### src/rtl/ierl78_icedop_pkg.sv
// Shared types and constants for the ICEDOP reader.
// State encoding, wait bounds and bus geometry.
package ierl78_icedop_pkg;

  typedef enum logic {
    ST_IDLE = 1'b0,
    ST_STRB = 1'b1
  } state_e;

  localparam int unsigned WAIT_MIN = 1;
  localparam int unsigned WAIT_MAX = 15;
  localparam int unsigned SEL_BIT  = 7;
  localparam int unsigned DATA_W   = 32;

endpackage

### src/rtl/ierl78_icedop_fifo2.sv
// Two-entry FIFO holding returned ICEDOP words.
// Output is forced to zero while empty.
module ierl78_icedop_fifo2
  import ierl78_icedop_pkg::*;
(
  input  logic              clk,
  input  logic              rst,
  input  logic              push,
  input  logic [DATA_W-1:0] din,
  input  logic              pop,
  output logic [DATA_W-1:0] dout,
  output logic              vld,
  output logic [1:0]        count
);

  logic [DATA_W-1:0] mem_q [2];
  logic [DATA_W-1:0] mem_d [2];
  logic              wp_q, wp_d;
  logic              rp_q, rp_d;
  logic [1:0]        cnt_q, cnt_d;
  logic              do_push, do_pop;

  always_comb begin
    do_pop  = pop & (cnt_q != 2'd0);
    do_push = push & (cnt_q != 2'd2);
    mem_d   = mem_q;
    wp_d    = wp_q;
    rp_d    = rp_q;
    cnt_d   = cnt_q;
    if (do_push) begin
      mem_d[wp_q] = din;
      wp_d        = ~wp_q;
    end
    if (do_pop) begin
      rp_d = ~rp_q;
    end
    if (do_push && !do_pop) begin
      cnt_d = cnt_q + 2'd1;
    end else if (do_pop && !do_push) begin
      cnt_d = cnt_q - 2'd1;
    end
  end

  always_ff @(posedge clk) begin
    if (rst) begin
      mem_q <= '{default: '0};
      wp_q  <= 1'b0;
      rp_q  <= 1'b0;
      cnt_q <= 2'd0;
    end else begin
      mem_q <= mem_d;
      wp_q  <= wp_d;
      rp_q  <= rp_d;
      cnt_q <= cnt_d;
    end
  end

  assign vld   = (cnt_q != 2'd0);
  assign dout  = vld ? mem_q[rp_q] : '0;
  assign count = cnt_q;

endmodule

### src/rtl/ierl78_icedop_reader.sv
// Strobed reader for the OR-combined ICEDOP bus with a
// two-deep return buffer and a sticky idle-bus error flag.
module ierl78_icedop_reader
  import ierl78_icedop_pkg::*;
#(
  parameter int unsigned WAIT = 2
) (
  input  logic              CLK,
  input  logic              RST,
  input  logic              RDREQ,
  input  logic [7:0]        RDADDR,
  output logic              RDACK,
  output logic [6:0]        ICEADR,
  output logic              ICERDA,
  output logic              ICERDB,
  input  logic [DATA_W-1:0] ICEDOP,
  output logic [DATA_W-1:0] RDDATA,
  output logic              RDVLD,
  input  logic              RDRDY,
  input  logic              CLRERR,
  output logic              ORERR
);

  state_e      state_q, state_d;
  logic [3:0]  cnt_q, cnt_d;
  logic [6:0]  adr_q, adr_d;
  logic        rda_q, rda_d;
  logic        rdb_q, rdb_d;
  logic        idle_q, idle_d;
  logic        err_q, err_d;
  logic        push;
  logic        err_set;
  logic [1:0]  fifo_cnt;

  assign RDACK = RDREQ & ~RST & (state_q == ST_IDLE)
               & (fifo_cnt < 2'd2);

  always_comb begin
    state_d = state_q;
    cnt_d   = cnt_q;
    adr_d   = adr_q;
    rda_d   = rda_q;
    rdb_d   = rdb_q;
    push    = 1'b0;
    unique case (state_q)
      ST_IDLE: begin
        if (RDACK) begin
          state_d = ST_STRB;
          cnt_d   = 4'(WAIT - 1);
          adr_d   = RDADDR[6:0];
          rda_d   = ~RDADDR[SEL_BIT];
          rdb_d   = RDADDR[SEL_BIT];
        end
      end
      ST_STRB: begin
        if (cnt_q == 4'd0) begin
          push    = ~RST;
          rda_d   = 1'b0;
          rdb_d   = 1'b0;
          state_d = ST_IDLE;
        end else begin
          cnt_d = cnt_q - 4'd1;
        end
      end
    endcase
  end

  // The first idle cycle after a strobe tolerates a draining bus.
  always_comb begin
    idle_d  = (state_q == ST_IDLE);
    err_set = (state_q == ST_IDLE) & idle_q & (|ICEDOP);
    err_d   = err_set | (err_q & ~CLRERR);
  end

  always_ff @(posedge CLK) begin
    if (RST) begin
      state_q <= ST_IDLE;
      cnt_q   <= 4'd0;
      adr_q   <= 7'd0;
      rda_q   <= 1'b0;
      rdb_q   <= 1'b0;
      idle_q  <= 1'b0;
      err_q   <= 1'b0;
    end else begin
      state_q <= state_d;
      cnt_q   <= cnt_d;
      adr_q   <= adr_d;
      rda_q   <= rda_d;
      rdb_q   <= rdb_d;
      idle_q  <= idle_d;
      err_q   <= err_d;
    end
  end

  ierl78_icedop_fifo2 u_fifo (
    .clk   (CLK),
    .rst   (RST),
    .push  (push),
    .din   (ICEDOP),
    .pop   (RDRDY),
    .dout  (RDDATA),
    .vld   (RDVLD),
    .count (fifo_cnt)
  );

  assign ICEADR = adr_q;
  assign ICERDA = rda_q;
  assign ICERDB = rdb_q;
  assign ORERR  = err_q;

endmodule

### config.mk
export PLATFORM = sky130hd
export DESIGN_NAME = ierl78_icedop_reader
export DESIGN_NICKNAME = d
export VERILOG_FILES = /design/src/rtl/ierl78_icedop_pkg.sv /design/src/rtl/ierl78_icedop_fifo2.sv /design/src/rtl/ierl78_icedop_reader.sv
export SDC_FILE = /design/constraint.sdc
export NUM_CORES = 1
export LEC_CHECK = 0
export CAP_MARGIN = 15
export CELL_PAD_IN_SITES_DETAIL_PLACEMENT = 1
export CELL_PAD_IN_SITES_GLOBAL_PLACEMENT = 1
export CORE_MARGIN = 5
export CORE_UTILIZATION = 30
export CTS_CLUSTER_DIAMETER = 150
export DETAILED_ROUTE_END_ITERATION = 8
export PLACE_DENSITY = 0.75
export SLEW_MARGIN = 10
export SYNTH_ARGS = -nofsm -noshare
export SYNTH_HDL_FRONTEND = slang
export SYNTH_HIERARCHICAL = 1
export SYNTH_SLANG_ARGS = --single-unit
### constraint.sdc
create_clock -name CLK -period 2.2 [get_ports CLK]
set_input_delay 0.44 -clock CLK [delete_from_list [all_inputs] [get_ports CLK]]
set_output_delay 0.44 -clock CLK [all_outputs]
set_load 0.03 [all_outputs]
-- After elaboration in Yosys (flattened, before gate mapping)
Cells that the tools add are included.
W data, S select, Z words.
- add/subtract/negate cells: 3
- magnitude comparators: 4
- equality and inequality tests: 4
- muxes and demuxes: 22
- bitwise gates (word level): 17
- reductions and logical operators: 12
- operator list (cell ; number):
    $mux W32 ; 5
    $bwmux W64 ; 1
    $demux W32 S1 ; 1
    $reduce_or A32 Y1 ; 1
    $and A1 B1 Y1 ; 8
    $mux W4 ; 2
    $pmux W4 S2 ; 1
    $mux W1 ; 7
    $ne A2 B2 Y1 const B ; 3
    $not A1 Y1 ; 6
    $pmux W1 S2 ; 3
    $reduce_and A2 Y1 ; 3
    $ge A2 B2 Y1 const B ; 2
    $logic_not A4 Y1 ; 1
    $mux W2 ; 2
    $not A1 Y2 ; 2
    $reduce_bool A2 Y1 ; 2
    $sub A4 B1 Y4 const B ; 1
    $logic_and A1 B1 Y1 ; 3
    $add A2 B1 Y2 const B ; 1
    $logic_not A1 Y1 ; 2
    $lt A2 B1 Y1 const B ; 1
    $lt A2 B2 Y1 const B ; 1
    $ne A2 B1 Y1 const B ; 1
    2 further kinds ; 2
- register bits: 84
- input port bits: 45
- logic and storage cells: 74

-- Logic depth before layout (Yosys ltp)
- depth after elaboration: 8
- mapped depth: 10
- depth with buffers taken out: 10

-- Cells and area by module
Netlist, hierarchy kept.
- modules (own cells, without submodules) (module ; times used ; cells each ; area each (µm²)):
    ierl78_icedop_fifo2 ; 1 ; 377 ; 3309.4
    ierl78_icedop_reader ; 1 ; 87 ; 747.0

-- Worst setup path before layout
No wires, ideal clock.
- path type: input-to-reg
- start: input RST
- end: register u_fifo.cnt_q[1] (netlist: u_fifo/count[1])
- setup time: 70 ps
- arrival time: 1939 ps
- path slack: 191 ps
- stages: 8
- path through: buf_6 clkbuf_1 nor2_1 inv_1 nor2_1 ha_1 or3_1 a21oi_1
- longest elaborated chain between the ends: 7
- ends and longest elaborated chain (what ; RTL line ; source):
    start: declaration ; ierl78_icedop_reader.sv:9 ; input logic RST,
    $not A1 Y1 * ; ierl78_icedop_reader.sv:57 ; push = ~RST;
    $mux W1 * ; ierl78_icedop_reader.sv:56 ; if (cnt_q == 4'd0) begin
    $mux W1 * ; ierl78_icedop_reader.sv:45 ; unique case (state_q)
    via push ; ierl78_icedop_reader.sv:31 ; logic push;
    $and A1 B1 Y1 * ; ierl78_icedop_fifo2.sv:25 ; do_push = push & (cnt_q != 2'd2);
    via u_fifo.do_push ; ierl78_icedop_fifo2.sv:21 ; logic do_push, do_pop;
    $logic_not A1 Y1 ; ierl78_icedop_fifo2.sv:39 ; end else if (do_pop && !do_push) begin
    $logic_and A1 B1 Y1 ; ierl78_icedop_fifo2.sv:39 ;
    $reduce_bool A2 Y1 (no source line) ; -- ;
    end signal: assignment ; ierl78_icedop_fifo2.sv:54 ; cnt_q <= cnt_d;
    end: declaration ; ierl78_icedop_fifo2.sv:20 ; logic [1:0] cnt_q, cnt_d;
Mark *: on every way through the listed nets, which the timed path passes. The rest lies on a longest branch.
A chain may end at the register's enable or synchronous reset.

-- Worst setup path in the final report
- start: register u_fifo.cnt_q[0] (netlist: u_fifo/count[0])
- end: output RDDATA[26]
- longest elaborated chain between the ends: 2
- ends and longest elaborated chain (what ; RTL line ; source):
    $reduce_bool A2 Y1 ; ierl78_icedop_fifo2.sv:58 ; assign vld = (cnt_q != 2'd0);
    $mux W32 ; ierl78_icedop_fifo2.sv:59 ; assign dout = vld ? mem_q[rp_q] : '0;
    end: declaration ; ierl78_icedop_reader.sv:17 ; output logic [DATA_W-1:0] RDDATA,
Every way passes these cells.

==> flow_summary_export.csv <==
group,metric,value,unit
logic_synthesis,synth_nets,512,
cells_and_area,seqCellArea,1680,sq um
route,totalWireLength,12100,um
placement,hpwlAfterDp,8400,um
floorplan,die_h,126,um
critical_path,crit_buf_inv,2,
floorplan,die_area,15900,sq um
power,pwr-share-comb,0.251,
critical_path,cp.required,1.76,ns
critical_path,crit_fanout,30,
cells_and_area,nFillCells,1554,
cells_and_area,drive_gt1_frac,0.107,
placement,place.gp.congestion,0.767,
route,vias_per_cell,4.81,
route,first_pass_iters,4,
critical_path,end_kind,"output port",
floorplan,initial_core_util,0.306,
power,p_total,0.00453,W
timing,slew_viol_final,0,
cells_and_area,fin_nets,595,
clock_network,root_buffer,"clkbuf_16",
route,drc,0,
placement,pre_cts_slack,0.167,ns
clock_network,clock-sinks,84,
logic_synthesis,synthDistinctLibCells,31,
run,maxCapViolCount,0,
global_route,grt_pass1_wl,19900,um
timing,fmax,481,MHz
clock_network,cts_buffers,9,
cells_and_area,num_antenna_cells,0,
global_route,grt.total_usage,0.153,
route,wl_per_cell,16.6,um
route,ant_nets,0,
logic_synthesis,ys_ff_latch,84,
timing,tns,0,ns
floorplan,fp-row-count,42,
critical_path,crit_path_max_incr_delay,0.46,ns
global_route,grt_max_degree,114,
clock_network,insertion_delay,0.33,ns
power,powerDensity,835,nW/um^2
critical_path,start_kind,"register",
critical_path,worst-setup-path-type,"register to output port",
critical_path,cp_top_family,"buffers and inverters",
floorplan,ios,89,
critical_path,cpMaxStageDelayCell,"dfxtp_1",
timing,rsz0062_at_grt,"false",
cells_and_area,finalNonFillerCells,727,
power,p_clk_frac,0.382,
floorplan,fp.dieW,126,um
cells_and_area,area_delta_synth_final,33.9,%
outcome,outcome,"finished clean",
logic_synthesis,syn_area_per_cell,8.74,sq um
timing,finalCriticalPeriod,2.08,ns
logic_synthesis,netlist_instances,464,
critical_path,worstPathCellList,"nor2_2 -> buf_12 -> nor2_1 -> dlygate4sd2_1",
timing,fin_skew,0.00673,ns
critical_path,critPathArrivalTime,1.64,ns
power,seq_power_share,0.366,
placement,io_buffer_count,88,
timing,setup_viol,0,
global_route,antenna_found_initial,0,
power,leakage,2.03,nW
clock_network,clock_path_buffers,2,
cells_and_area,final_cell_mix,"dfxtp_1 (83), nand2b_1 (67), mux2i_1 (64), o21ai_0 (64), clkdlybuf4s50_1 (53)",
power,internal_power,0.00319,W
logic_synthesis,ys_warn_count,6,
route,vias,3499,
placement,dp_cells,712,
timing,fin_crit_sh,0.945,
global_route,grt_overflow,0,
cells_and_area,multi_input_area,2180,sq um
cells_and_area,layout_commonest_cell,"dfxtp_1",
logic_synthesis,synth_area,4060,sq um
power,switching_share,0.296,
logic_synthesis,ys_seq_area_frac,0.415,
timing,tightest_slew,1.01,ns
clock_network,clkTransAtPathRegs,0.06,ns
route,first_iter_violations,144,
timing,relSlewSlack,0.327,
timing,setup_ws,0.121,ns
clock_network,cts_tree,"yes",
hold_path,worstHoldPathType,"primary input to register",
global_route,grt_pass1_vias,3993,
power,p_sw,0.00134,W
floorplan,core_area,13200,sq um
clock_network,htree_levels,3,
cells_and_area,final_util,0.410,
timing,hold_violations,0,
clock_network,cts_setup_buffers,0,
power,ir_drop,455,uV
[logic make-up (layout without fill, tap and decap cells)]
group | after synthesis | count (layout) | share of synthesized area
XOR/XNOR | 5 | 5 | 0.0108
AO/OA/AOI/OAI | 79 | 79 | 0.105
flip-flops | 84 | 84 | 0.415
AND/OR/NAND/NOR | 188 | 188 | 0.252
adder cells (fa/ha/maj) | 3 | 3 | 0.00925
buffers and inverters | 40 | 127 | 0.0481
multiplexers | 65 | 65 | 0.161
[timing repair]
action / 4_1_cts / 5_1_grt
hold buffers: 0 / 0
gates resized for setup: 21 / 0
setup endpoints to repair: 21 / 0
[final timing paths]
kind / start / to / slack, ns / cells past startpoint
setup reg to reg: cnt_q[0] / u_fifo/count[1] / 0.16 / 9
hold reg to reg: ICEADR[0] / ICEADR[0] / 0.46 / 2
setup / recovery: u_fifo/count[0] / RDDATA[26] / 0.12 / 4
hold / removal: RST / ICEADR[0] / 0.37 / 2
[final cells by class]
class	count	share of cell area
Clock buffer	11	0.0447
Clock inverter	4	0.0180
Inverter	5	0.00368
Multi-Input combinational cell	340	0.402
Sequential cell	84	0.310
Tap cell	176	0.0405
Timing Repair Buffer	107	0.181
[power by group through the flow]
| stage | clock network, W | registers [W] | logic, W |
|---|---|---|---|
| 2_1_floorplan | 0 | 0.00170 | 0.000645 |
| 3_3_place_gp | 0 | 0.00169 | 0.00113 |
| 3_5_place_dp | 0 | 0.00170 | 0.00116 |
| 4_1_cts | 0.00177 | 0.00166 | 0.00115 |
| 5_1_grt | 0.00186 | 0.00167 | 0.00123 |
| 6_report | 0.00173 | 0.00166 | 0.00114 |
[sequential cells by signal, summed over array words and instances (netlist names)]
signal / count
cnt_q: 4
ICERDB: 1
ORERR: 1
ICEADR: 7
idle_q: 1
u_fifo/mem_q: 64
state_q: 1
ICERDA: 1
u_fifo/rp_q: 1
u_fifo/count: 2
u_fifo/wp_q: 1
[Yosys cell counts]
cell      number  share of area
a211oi_2       1         0.0031
a21oi_1        4         0.0049
a21oi_2        5          0.011
a31oi_1        1         0.0015
and2_4         1         0.0022
and3_1         1         0.0015
buf_2          5         0.0062
buf_6          5          0.014
clkbuf_1      25          0.023
clkinv_2       1         0.0012
dfxtp_1       84           0.41
ha_1           3         0.0093
inv_1          4         0.0037
mux2_1         1         0.0028
mux2i_1       64           0.16
nand2_1       19          0.018
nand2b_1      67           0.10
nand3_1        4         0.0049
nand4_1        2         0.0031
nand4b_1       1         0.0022
nor2_1        45          0.042
nor2b_1       33          0.051
nor3_1         4         0.0049
nor4_1         8          0.012
o211ai_1       1         0.0019
o21ai_0       64          0.079
o21ai_1        3         0.0037
or3_1          1         0.0015
or3b_1         1         0.0022
or4b_4         1         0.0034
xor2_1         5          0.011
[worst reg2reg max path, delay by kind of cell, from the launching register on]
| family | cells | cell delay, ns |
|---|---|---|
| buffers and inverters | 2 | 0.20 |
| DFF | 1 | 0.35 |
| and+or+nand+nor | 4 | 0.84 |
| adders and majority gates | 2 | 0.44 |
| AOI/OAI and AO/OA | 1 | 0.14 |
[layer usage]
metal / share of wire / vias to the layer above / track usage / wire (um)
li1: - / 1722 / - / -
met1: 0.46 / 1704 / 0.187 / 5500
met2: 0.50 / 60 / 0.276 / 6020
met3: 0.034 / 13 / 0.0301 / 409
met4: 0.0099 / 0 / 0.0341 / 119
met5: 0 / - / 0 / 0
[per-stage QoR]
stage	hold WS, ns	instance area [sq um]
final	0.372	5430
after global routing	0.367	5430
after CTS	0.369	5430
after detailed placement	0.454	5120
after global placement	0.449	5120
after floorplan	0.438	4060
Power figures use the tool's default switching activity.
